File: config.mk
export PLATFORM = sky130hd
export DESIGN_NAME = debnc_multi
export DESIGN_NICKNAME = d
export VERILOG_FILES = /design/src/rtl/debnc_pkg.sv /design/src/rtl/debnc_ch.sv /design/src/rtl/debnc_multi.sv
export SDC_FILE = /design/constraint.sdc
export NUM_CORES = 1
export LEC_CHECK = 0
export ABC_AREA = 1
export CORE_AREA = 2 2 71 73
export CTS_CLUSTER_DIAMETER = 30
export CTS_CLUSTER_SIZE = 12
export DETAILED_ROUTE_END_ITERATION = 7
export DIE_AREA = 0 0 73 75
export GPL_TIMING_DRIVEN = 0
export MAX_ROUTING_LAYER = met4
export PLACE_DENSITY = 0.7
export SETUP_SLACK_MARGIN = 0.1
export SKIP_LAST_GASP = 1
export SYNTH_ARGS = -nofsm -noshare
export SYNTH_HDL_FRONTEND = slang
export SYNTH_SLANG_ARGS = --single-unit
export TNS_END_PERCENT = 20
File: constraint.sdc
create_clock -name clk -period 2.1 [get_ports clk]
set_input_delay 0.525 -clock clk [delete_from_list [all_inputs] [get_ports clk]]
set_output_delay 0.525 -clock clk [all_outputs]
set_load 0.05 [all_outputs]
File: src/rtl/debnc_pkg.sv
// Shared types and sizing helpers for the multi-channel switch debouncer.
package debnc_pkg;

  typedef enum logic [1:0] {LO, W_HI, HI, W_LO} debnc_state_t;

  // Stable-counter width: enough bits to hold 0..n.
  function automatic int cnt_w(input int n);
    return (n < 2) ? 1 : $clog2(n + 1);
  endfunction

endpackage

File: src/rtl/debnc_ch.sv
// One debounce channel: 2-flop synchroniser, 4-state wait FSM, stable counter
// and registered rise/fall pulses aligned with the first cycle of the new level.
module debnc_ch
  import debnc_pkg::*;
#(
  parameter int N_STABLE = 3
) (
  input  logic clk,
  input  logic rst_n,
  input  logic tick,
  input  logic s_in,
  output logic db,
  output logic rise,
  output logic fall
);

  localparam int CW = cnt_w(N_STABLE);

  logic            s_meta, s_sync;
  debnc_state_t    st, st_nx;
  logic [CW-1:0]   cnt, cnt_nx;
  logic            last, db_nx;

  assign last = (cnt == CW'(N_STABLE - 1));

  // A reversal in a wait state wins over a coincident tick.
  always_comb begin
    st_nx  = st;
    cnt_nx = cnt;
    case (st)
      LO:   if (s_sync) begin st_nx = W_HI; cnt_nx = '0; end
      W_HI: begin
        if (!s_sync)   st_nx = LO;
        else if (tick) begin
          if (last) st_nx = HI;
          else      cnt_nx = cnt + 1'b1;
        end
      end
      HI:   if (!s_sync) begin st_nx = W_LO; cnt_nx = '0; end
      W_LO: begin
        if (s_sync)    st_nx = HI;
        else if (tick) begin
          if (last) st_nx = LO;
          else      cnt_nx = cnt + 1'b1;
        end
      end
      default: st_nx = LO;
    endcase
  end

  assign db    = (st == HI) || (st == W_LO);
  assign db_nx = (st_nx == HI) || (st_nx == W_LO);

  always_ff @(posedge clk) begin
    if (!rst_n) begin
      s_meta <= 1'b0;
      s_sync <= 1'b0;
      st     <= LO;
      cnt    <= '0;
      rise   <= 1'b0;
      fall   <= 1'b0;
    end else begin
      s_meta <= s_in;
      s_sync <= s_meta;
      st     <= st_nx;
      cnt    <= cnt_nx;
      rise   <= db_nx & ~db;
      fall   <= ~db_nx & db;
    end
  end

endmodule

File: src/rtl/debnc_multi.sv
// N-channel switch debouncer: one shared sample-tick divider feeding an array
// of independent per-channel debouncers with per-bit input polarity.
module debnc_multi
  import debnc_pkg::*;
#(
  parameter int              N_CH       = 4,
  parameter int              TICK_DIV   = 1000000,
  parameter int              N_STABLE   = 3,
  parameter logic [N_CH-1:0] ACTIVE_LOW = '0
) (
  input  logic            clk,
  input  logic            rst_n,
  input  logic [N_CH-1:0] sw,
  output logic [N_CH-1:0] db,
  output logic [N_CH-1:0] rise,
  output logic [N_CH-1:0] fall,
  output logic            tick
);

  localparam int TW = $clog2(TICK_DIV);

  logic [TW-1:0] tcnt;

  // tick is registered one count early so it is high exactly while tcnt==TICK_DIV-1.
  always_ff @(posedge clk) begin
    if (!rst_n) begin
      tcnt <= '0;
      tick <= 1'b0;
    end else begin
      tcnt <= (tcnt == TW'(TICK_DIV - 1)) ? '0 : tcnt + 1'b1;
      tick <= (tcnt == TW'(TICK_DIV - 2));
    end
  end

  for (genvar i = 0; i < N_CH; i++) begin : g_ch
    debnc_ch #(.N_STABLE(N_STABLE)) u_ch (
      .clk   (clk),
      .rst_n (rst_n),
      .tick  (tick),
      .s_in  (sw[i] ^ ACTIVE_LOW[i]),
      .db    (db[i]),
      .rise  (rise[i]),
      .fall  (fall[i])
    );
  end

endmodule

==> results.md, run 1 <==
* Outcome: finished, violations left
* Failing checks: negative setup slack
* Worst setup startpoint: tick$_SDFF_PN0_
* LEAKAGE at 1.17 nW
* Launching point of the worst reg2reg path: tcnt[0]$_SDFF_PP0_
* Max-Cap Viols at 0
* Final setup fails at 1
* Worst slew pin tran at 500 ps
* Share of the synthesized area in the top cell type at 45.1%
* Clk buf depth at 2
* Synth Register Bits at 53
* # clock sinks at 53
* Final clock skew at 12.3 ps
* # Post-CTS Setup Buffers at 0
* Area delta synth->final at 15.6%
* Post-Place Worst Slack at 120 ps
* Max Slew Vio Count at 0
* Clock Power Share at 39.2%
* Initial DRC Count at 66
* Max Clock Freq at 0.469 GHz
* Final wirelength at 3890 um
* Bufs and invs on worst path at 1
* Cell types occupying the most area after synthesis: dfxtp_1 45%, nand2_1 11%, nor2_1 8.8%, inv_1 7.0%, buf_4 4.1%
* RSZ-0062 raised after global routing: yes
* CP arrival at 1610 ps
* Fraction of layout cells with a size suffix above 1 at 8.65%
* Period utilisation layout at 101%
* Placed cell count at 393
* Highest-delay cell along the critical path: clkdlybuf4s50_1
* Initial antenna violation count at 0
* Mapped Area at 2350 um2
* Most common cell after layout, fill and taps aside: nand2_1
* Rows at 25
* Hold_sp: g_ch[3].u_ch.s_meta$_SDFF_PN0_
* Die width at 73 um
* Vias at 1870
* Finished Layout Cells at 401
* Vias in the first global route at 1708
* Yosys cell types at 25
* Cell taking the most area after synthesis: dfxtp_1
* Int Power at 1.44 mW
* Hold_ws at 417 ps
* Storage element area at 1060 um2
* Full die area at 5480 um2
* Die Ht at 75 um
* Min-delay worst type: register to register
* Worst Path Max Fanout at 6
* Post-Syn Area per Cell at 7.34 um2
* Crit path launch type: register
* Peak supply drop at 306 uV
* Critical path class: register to primary output
* Starting density of the core at 50.5%
* Placer congestion estimate at 0.826
* First-pass GRT wire length at 6890 um
* Largest net degree at the start of global routing at 16
* Sw Share at 20.8%
* Reg2Reg Depth at 11
* H-tree levels at 2
* Fillers at 451
* Post-route ant nets at 0
* ANT cells at 0
* Clock transition at the registers of the reported paths at 100 ps
* Core area at 4660 um2
* Remaining DRCs at 0
* Most frequent cells in the layout: 66 x nand2_1, 55 x nor2_1, 53 x dfxtp_1, 44 x inv_1, 16 x nand3_1
* Post-DP HPWL at 2910 um
* Post-DR vias/cell at 4.66
* Area of the multi-input gates at 981 um2
* Max-slew headroom at 66.6%
* # nets final at 358
* P_sw at 0.380 mW
* Hold path cells at 2
* Cell family with most CP delay: buffers and inverters
* Total GRT Usage at 16.8%
* Root buf cell: clkbuf_8
* Per-cell routed wire length at 9.70 um
* Port bufs at 18
* Number of cells produced by synthesis at 321
* Total congestion overflow at 0
* I/O pins at 19
* Power Dens Cells at 670 nW/um2
* Worst-path cell chain: clkdlybuf4s50_1
* TritonRoute pass-1 iters at 4
* Combinational share of power at 4.0%
* CP Capture Type: primary output
* Period minus WS final at 2130 ps
* Instance count on the critical path at 1
* Worst-Skew Late Latency at 310 ps
* Total Power at 1.82 mW
* Critical Path RT at 1570 ps
* Syn nets at 333
* Sequential share of power at 56.8%
* Post-synthesis sequential area ratio at 45.1%
* Critical path's largest stage delay at 850 ps
* CTS tree: yes
* Num CTS Buffers at 5
* Yosys warnings at 0
* Worst setup margin at -30.4 ps
* Final hold vios at 0
-- final timing paths --
| kind | to | slack, ps |
|---|---|---|
| max | tick | -30 |
| min | g_ch[3].u_ch.s_sync$_SDFF_PN0_ | 420 |
| max reg2reg | tcnt[16]$_SDFF_PP0_ | 490 |
| min reg2reg | g_ch[3].u_ch.s_sync$_SDFF_PN0_ | 420 |
-- cells in the mapped netlist (all sizes together) --
library cell,count
nand2,67
nor2,58
dfxtp,53
inv,47
nand3,17
buf,15
o21ai,13
a21oi,12
xor2,7
clkbuf,6
ha,6
xnor2,6
nor3,4
nand3b,3
nand4,3
nor4,2
a211oi,1
and3,1
-- through the flow --
stage               util (%)  setup TNS [ps]  area (um2)
floorplan                  -               0        2350
global placement        55.8               0        2600
detailed placement      55.8               0        2600
CTS                     58.3            -203        2720
global route            58.4           -83.3        2720
finish                  58.4           -30.4        2720
-- tightest hold or removal path, cell delays in order, from the launching register on --
cell and delay (ps):
dfxtp_1 310, nand2_1 40, inv_1 40
-- metal layers --
metal / share of wire, % / vias up / global-route usage [%]
li1: - / 1017 / -
met1: 49 / 828 / 17.8
met2: 47 / 20 / 30.1
met3: 2.3 / 5 / 3.61
met4: 1.6 / 0 / 7.00
met5: 0 / - / -
-- cell families after synthesis --
| group | share of synthesized area, % |
|---|---|
| AOI/OAI and AO/OA | 5.63 |
| DFF | 45.1 |
| buffers and inverters | 13.3 |
| adders and majority gates | 3.19 |
| and+or+nand+nor | 28.0 |
| xor gates and xnor gates | 4.84 |
-- sequential cells by signal, indices dropped and copies added (netlist names) --
name / cells
g_ch.u_ch.s_meta: 4
g_ch.u_ch.cnt: 8
tcnt: 20
tick: 1
g_ch.u_ch.rise: 4
g_ch.u_ch.st: 8
g_ch.u_ch.fall: 4
g_ch.u_ch.s_sync: 4
-- power by group through the flow --
stage	Sequential [mW]	Combinational (mW)	Clock (mW)
after floorplan	1.06	0.0515	0
after CTS	1.03	0.0744	0.738
final	1.03	0.0727	0.715
after global routing	1.04	0.0861	0.763
after global placement	1.06	0.0722	0
after detailed placement	1.06	0.0744	0
-- cell type report --
class	instances	area share (%)
buffer	21	5.01
clock buffer	7	3.17
clock inverter	1	1.10
inverter	47	6.48
multi-input combinational	200	36.0
sequential	53	39.0
tap	54	2.48
timing repair buffer	18	6.71
-- what timing repair did --
action                     CTS  global route
hold buffers                 0             0
gates resized for setup      2             2
setup endpoints to repair   13            12
cloned                       0             0
Note: power is estimated with default switching activity, not from simulation.
==> run 2: changes to the inputs <==
--- a/config.mk
+++ b/config.mk
@@ -6,14 +6,16 @@
 export NUM_CORES = 1
 export LEC_CHECK = 0
 export ABC_AREA = 1
-export CORE_AREA = 2 2 71 73
+export CELL_PAD_IN_SITES_DETAIL_PLACEMENT = 1
+export CELL_PAD_IN_SITES_GLOBAL_PLACEMENT = 1
+export CORE_AREA = 2 2 76 78
 export CTS_CLUSTER_DIAMETER = 30
 export CTS_CLUSTER_SIZE = 12
 export DETAILED_ROUTE_END_ITERATION = 7
-export DIE_AREA = 0 0 73 75
+export DIE_AREA = 0 0 78 80
 export GPL_TIMING_DRIVEN = 0
 export MAX_ROUTING_LAYER = met4
-export PLACE_DENSITY = 0.7
+export PLACE_DENSITY_LB_ADDON = 0.1
 export SETUP_SLACK_MARGIN = 0.1
 export SKIP_LAST_GASP = 1
 export SYNTH_ARGS = -nofsm -noshare
==> run 2 against run 1 <==
Against the previous run:
- the flow still finishes with violations (negative setup slack)
- power fell by 0.74%
- die area rose by 14%
- non-clock buffer count did not move
- clock power fell by 3%
- fmax fell by 1.5%
- worst setup slack got worse by 33 ps
- clock skew fell by 3.0 ps
- critical path depth did not move
- largest power group unchanged
- highest routed layer unchanged
==> results.md, run 2 (synthesis gave the netlist of run 1 again) <==
* Crit path launch type: register
* Vias at 1998
* Critical path's largest stage delay at 850 ps
* Final setup fails at 1
* Die width at 78 um
* Post-DP HPWL at 4030 um
* H-tree levels at 2
* First-pass GRT wire length at 9080 um
* Final instance area at 2740 um2
* Largest net degree at the start of global routing at 17
* Post-Place Worst Slack at 88.7 ps
* Max-slew headroom at 64.3%
* Storage element area at 1060 um2
* Total congestion overflow at 0
* Total Power at 1.81 mW
* Worst-Skew Late Latency at 310 ps
* CP Capture Type: primary output
* Final wirelength at 5110 um
* Biggest register: tcnt
* Fraction of layout cells with a size suffix above 1 at 8.65%
* Period minus WS final at 2160 ps
* I/O pins at 19
* Clock transition at the registers of the reported paths at 90 ps
* Die Ht at 80 um
* TritonRoute pass-1 iters at 4
* Worst setup margin at -63.2 ps
* Fin util at 50.7%
* Post-place instance area at 2630 um2
* Highest-delay cell along the critical path: clkdlybuf4s50_1
* Remaining DRCs at 0
* Most common cell after layout, fill and taps aside: nand2_1
* CP arrival at 1640 ps
* Outcome: finished, violations left
* Full die area at 6240 um2
* Area of the multi-input gates at 981 um2
* Bufs and invs on worst path at 1
* Critical Path RT at 1570 ps
* Critical path class: register to primary output
* Max Slew Vio Count at 0
* Max-Cap Viols at 0
* Num CTS Buffers at 5
* Post-DR vias/cell at 4.77
* Per-cell routed wire length at 12.2 um
* Starting density of the core at 43.6%
* Final clock skew at 9.33 ps
* ANT cells at 0
* # clock sinks at 53
* Area delta synth->final at 16.3%
* Period utilisation layout at 103%
* Power Dens Cells at 661 nW/um2
* Total GRT Usage at 18.7%
* CTS tree: yes
* Worst Path Max Fanout at 6
* Final hold vios at 0
* Initial DRC Count at 41
* Largest register FFs at 20
* Clk buf depth at 2
* Post-CTS Hold Buffers at 0
* Top flop regs: tcnt x20, g_ch.u_ch.cnt x8, g_ch.u_ch.st x8
* Peak supply drop at 251 uV
* Vias in the first global route at 2073
* Min-delay worst type: register to register
* Failing checks: negative setup slack
* Initial antenna violation count at 0
* Worst slew pin tran at 535 ps
* Port bufs at 18
* Core area at 5410 um2
* RSZ-0062 raised after global routing: yes
* Cell family with most CP delay: buffers and inverters
* Launching point of the worst reg2reg path: tcnt[0]$_SDFF_PP0_
* Post-route ant nets at 0
* Fillers at 713
* Most frequent cells in the layout: 66 x nand2_1, 55 x nor2_1, 53 x dfxtp_1, 44 x inv_1, 16 x nand3_1
* LEAKAGE at 1.17 nW
* Worst setup startpoint: tick$_SDFF_PN0_
* Rows at 27
* Root buf cell: clkbuf_8
* Worst-path cell chain: clkdlybuf4s50_1
* Placer congestion estimate at 0.757
* Max Clock Freq at 0.462 GHz
* Hold_sp: g_ch[3].u_ch.s_meta$_SDFF_PN0_
* Hold_ws at 421 ps
* # nets final at 358
==> run 2: cell types whose count changed in the layout (fill, tap and decap cells not counted) <==
cell and delta:
clkinv_4 +1, clkbuf_8 -1
==> run 2: path summary, 6_finish.rpt <==
check,end,slack (ps),cells after the start
worst max-delay path,tick,-60,1
worst min-delay path,g_ch[3].u_ch.s_sync$_SDFF_PN0_,420,2
worst max register to register,tcnt[16]$_SDFF_PP0_,450,11
worst min register to register,g_ch[3].u_ch.s_sync$_SDFF_PN0_,420,2
==> run 2: per-stage QoR <==
step / TNS (ps) / cells
finish: -63.2 / 419
global route: -127 / 419
CTS: -310 / 419
detailed placement: 0 / 411
global placement: 0 / 411
floorplan: 0 / 321
==> run 2: area by class of cell <==
type                    instances  share of cell area (%)
flip-flops and latches         53                    38.7
repair buffers                 18                    6.67
clock inverters                 2                    1.42
well taps                      72                    3.29
inverters                      47                    6.44
multi-input cells             200                    35.8
clock buffers                   6                    2.65
plain buffers                  21                    4.98
==> run 2: power by group <==
| group | internal, mW | switching, mW |
|---|---|---|
| Sequential | 1.02 | 0.0123 |
| Combinational | 0.0312 | 0.0459 |
| Clock | 0.358 | 0.338 |
| Total | 1.41 | 0.396 |
==> run 2: what timing repair did <==
action                                  4_1_cts  5_1_grt
resized for setup                             2        2
endpoints found under the setup margin       13       13
setup buffers                                 0        0
==> run 2: metal layers <==
metal  routed length (um)  global-route usage [%]  share of wire, %
met1                 2170                    19.8                43
met2                 2720                    35.4                53
met3                  116                    3.05               2.3
met4                   97                    6.49               1.9
met5                    0                       -                 0
==> RTL edit, RTL diff (flow settings as in run 2) <==
`N_STABLE` is set to 3 in 2 places; all go to 2.
--- a/src/rtl/debnc_ch.sv
+++ b/src/rtl/debnc_ch.sv
@@ -4,5 +4,5 @@
   import debnc_pkg::*;
 #(
-  parameter int N_STABLE = 3
+  parameter int N_STABLE = 2
 ) (
   input  logic clk,
--- a/src/rtl/debnc_multi.sv
+++ b/src/rtl/debnc_multi.sv
@@ -6,5 +6,5 @@
   parameter int              N_CH       = 4,
   parameter int              TICK_DIV   = 1000000,
-  parameter int              N_STABLE   = 3,
+  parameter int              N_STABLE   = 2,
   parameter logic [N_CH-1:0] ACTIVE_LOW = '0
 ) (
Behaviour: no difference found for any inputs over 10 cycles, from zero or initial values and one cycle with rst_n low; that may be too few to reach the edited logic, so the function may still have changed.
==> RTL edit against run 2 <==
The flow still finishes with violations (setup timing). Sequential cell count unchanged. Highest routed layer unchanged. Design area increased by 1.6%. Worst setup slack improved by 0.016 ns. Total power about the same. Area after synthesis increased by 2.2%. Die area unchanged. First-iteration DRC count increased by 12%. Maximum frequency increased by 0.75%. Via count increased by 1.6%. Wire length increased by 1.3%. Largest cell class unchanged. Non-clock buffer count decreased by 2. Register-to-register slack about the same.
==> RTL edit: results (changes against run 2) <==
The run finished, with violations left. The final reports fail on setup timing. The global-route wire length before repair came out at 9200 um (+1.3%). The number of design-rule violations left by the first detailed-router iteration is 46 (+12%). The register area share after synthesis is 44.1% (-0.98 points). The final count of negative-setup-slack endpoints is 1 (unchanged). The number of vias after detailed routing is 2,029 (+1.6%). The largest individual stage delay along the critical path comes from the cell clkdlybuf4s50_1.

The detailed-route wire length is 5170 um (+1.3%). The slack of the worst reg-to-reg path is 0.45 ns (about the same). The depth of the worst register-to-register path came to 7 (-4). The post-route antenna net violation count came out at 0 (unchanged).

The number of levels in the clock H-tree came out at 2 (unchanged). The number of I/O port buffers came out at 17 (-1). The clock latency on the worst-skew pair was 0.31 ns (about the same). The min-delay analysis places its worst path in the category reg -> reg. The largest driver fanout on the critical path came out at 6 (unchanged). The number of search-and-repair iterations in the first detailed-routing pass came out at 4 (unchanged).

The critical path starts at tick$_SDFF_PN0_. The clock skew after layout is 0.0165 ns (+0.00721 ns). The highest ir drop seen on vdd is 0.000341 V (+36%).

The count of fill cells added during filler insertion is 717 (+0.56%). The placer's final routability congestion estimate was 0.776 (+2.5%). The arrival time reported for the critical path endpoint came out at 1.62 ns (-0.02 ns). The number of nets produced by synthesis came out at 339 (+1.8%). The proportion of synthesized flip-flops having asynchronous set or reset is 0% (unchanged). The Yosys warning count came to 0 (unchanged). The final net count is 363 (+1.4%). After synthesis, the most frequently instantiated cells are nand2_1, nor2_1, dfxtp_1.

The estimated wirelength of the detail-placed design is 3940 um (-2.3%). Yosys attributes the largest share of cell area to dfxtp_1, nand2_1, nor2_1. The slew of the pin with the lowest slew margin came to 0.525 ns (-0.0102 ns). The setup total negative slack came out at -0.0471 ns (+0.0161 ns). The via count of the first global-routing pass is 2,144 (+3.4%). The combined global-route utilization of all metal layers is 18.9% (+0.20 points). The post-placement setup slack is 0.170 ns (+0.0813 ns). The number of library cell types mapped by synthesis is 27 (+8.0%). The worst stage delay on the critical path is 0.85 ns (about the same). The setup slack of the critical path after layout is -0.0471 ns (+0.0161 ns). The leakage power summed over all cells came out at 0.00119 uW (+1.2%). The share of layout cells above drive strength 1 is 8.52% (-0.12 points). The worst register-to-register path ends at tcnt[0]$_SDFF_PP0_. The clock-pin slew of the registers on the worst-case setup and hold paths was 0.11 ns (+0.02 ns).
==> RTL edit: kinds of logic (layout without fill, tap and decap cells) <==
family / Yosys count / count (layout) / share of synthesized area, %
simple gates: 164 / 164 / 29.9
buf+inv: 66 / 91 / 12.6
flops: 53 / 53 / 44.1
compound gates: 25 / 25 / 5.51
xor+xnor: 13 / 13 / 4.73
fa+ha+maj: 6 / 6 / 3.12
==> RTL edit: stage by stage <==
stage	power, uW	std cells	area [sq um]	hold WS [ns]
2_1_floorplan	1110	327	2410	0.390
3_3_place_gp	1130	416	2670	0.393
3_5_place_dp	1140	416	2670	0.403
4_1_cts	1830	424	2780	0.415
5_1_grt	1870	424	2780	0.457
6_report	1810	424	2780	0.399
==> RTL edit: worst min-delay path by stage <==
stage | start | endpoint | slack (ns) | cells past startpoint
6_report | g_ch[0].u_ch.s_meta$_SDFF_PN0_ | g_ch[0].u_ch.s_sync$_SDFF_PN0_ | 0.40 | 2
5_1_grt | g_ch[3].u_ch.s_meta$_SDFF_PN0_ | g_ch[3].u_ch.s_sync$_SDFF_PN0_ | 0.46 | 2
4_1_cts | g_ch[0].u_ch.s_meta$_SDFF_PN0_ | g_ch[0].u_ch.s_sync$_SDFF_PN0_ | 0.41 | 2
3_5_place_dp | g_ch[0].u_ch.s_meta$_SDFF_PN0_ | g_ch[0].u_ch.s_sync$_SDFF_PN0_ | 0.40 | 2
3_3_place_gp | g_ch[0].u_ch.s_meta$_SDFF_PN0_ | g_ch[0].u_ch.s_sync$_SDFF_PN0_ | 0.39 | 2
2_1_floorplan | g_ch[0].u_ch.s_meta$_SDFF_PN0_ | g_ch[0].u_ch.s_sync$_SDFF_PN0_ | 0.39 | 2
==> RTL edit: timing repair <==
action                     4_1_cts  5_1_grt
hold buffers                     0        0
setup endpoints to repair       13       13
gates resized for setup          2        2
pin swaps                        0        0
==> RTL edit: layout make-up <==
class / count / area (sq um) / area share (%)
multi-input combinational: 208 / 1040 / 37.5
buffer: 20 / 131 / 4.72
timing repair buffer: 17 / 173 / 6.21
clock inverter: 2 / 38.8 / 1.39
inverter: 46 / 173 / 6.21
clock buffer: 6 / 72.6 / 2.61
tap: 72 / 90.1 / 3.24
sequential: 53 / 1060 / 38.1
==> RTL edit: report_power, final <==
| group | total (uW) | switching [uW] | internal (uW) |
|---|---|---|---|
| combinational | 73.8 | 44.3 | 29.5 |
| clock | 697 | 339 | 358 |
| sequential | 1040 | 13.7 | 1020 |
==> RTL edit: layer usage <==
metal / wire length [um] / GRT usage, % / up-vias
met5: 0 / - / -
met4: 75 / 5.09 / 0
met3: 118 / 3.96 / 7
met2: 2780 / 36.8 / 18
met1: 2200 / 19.2 / 952
li1: - / - / 1052
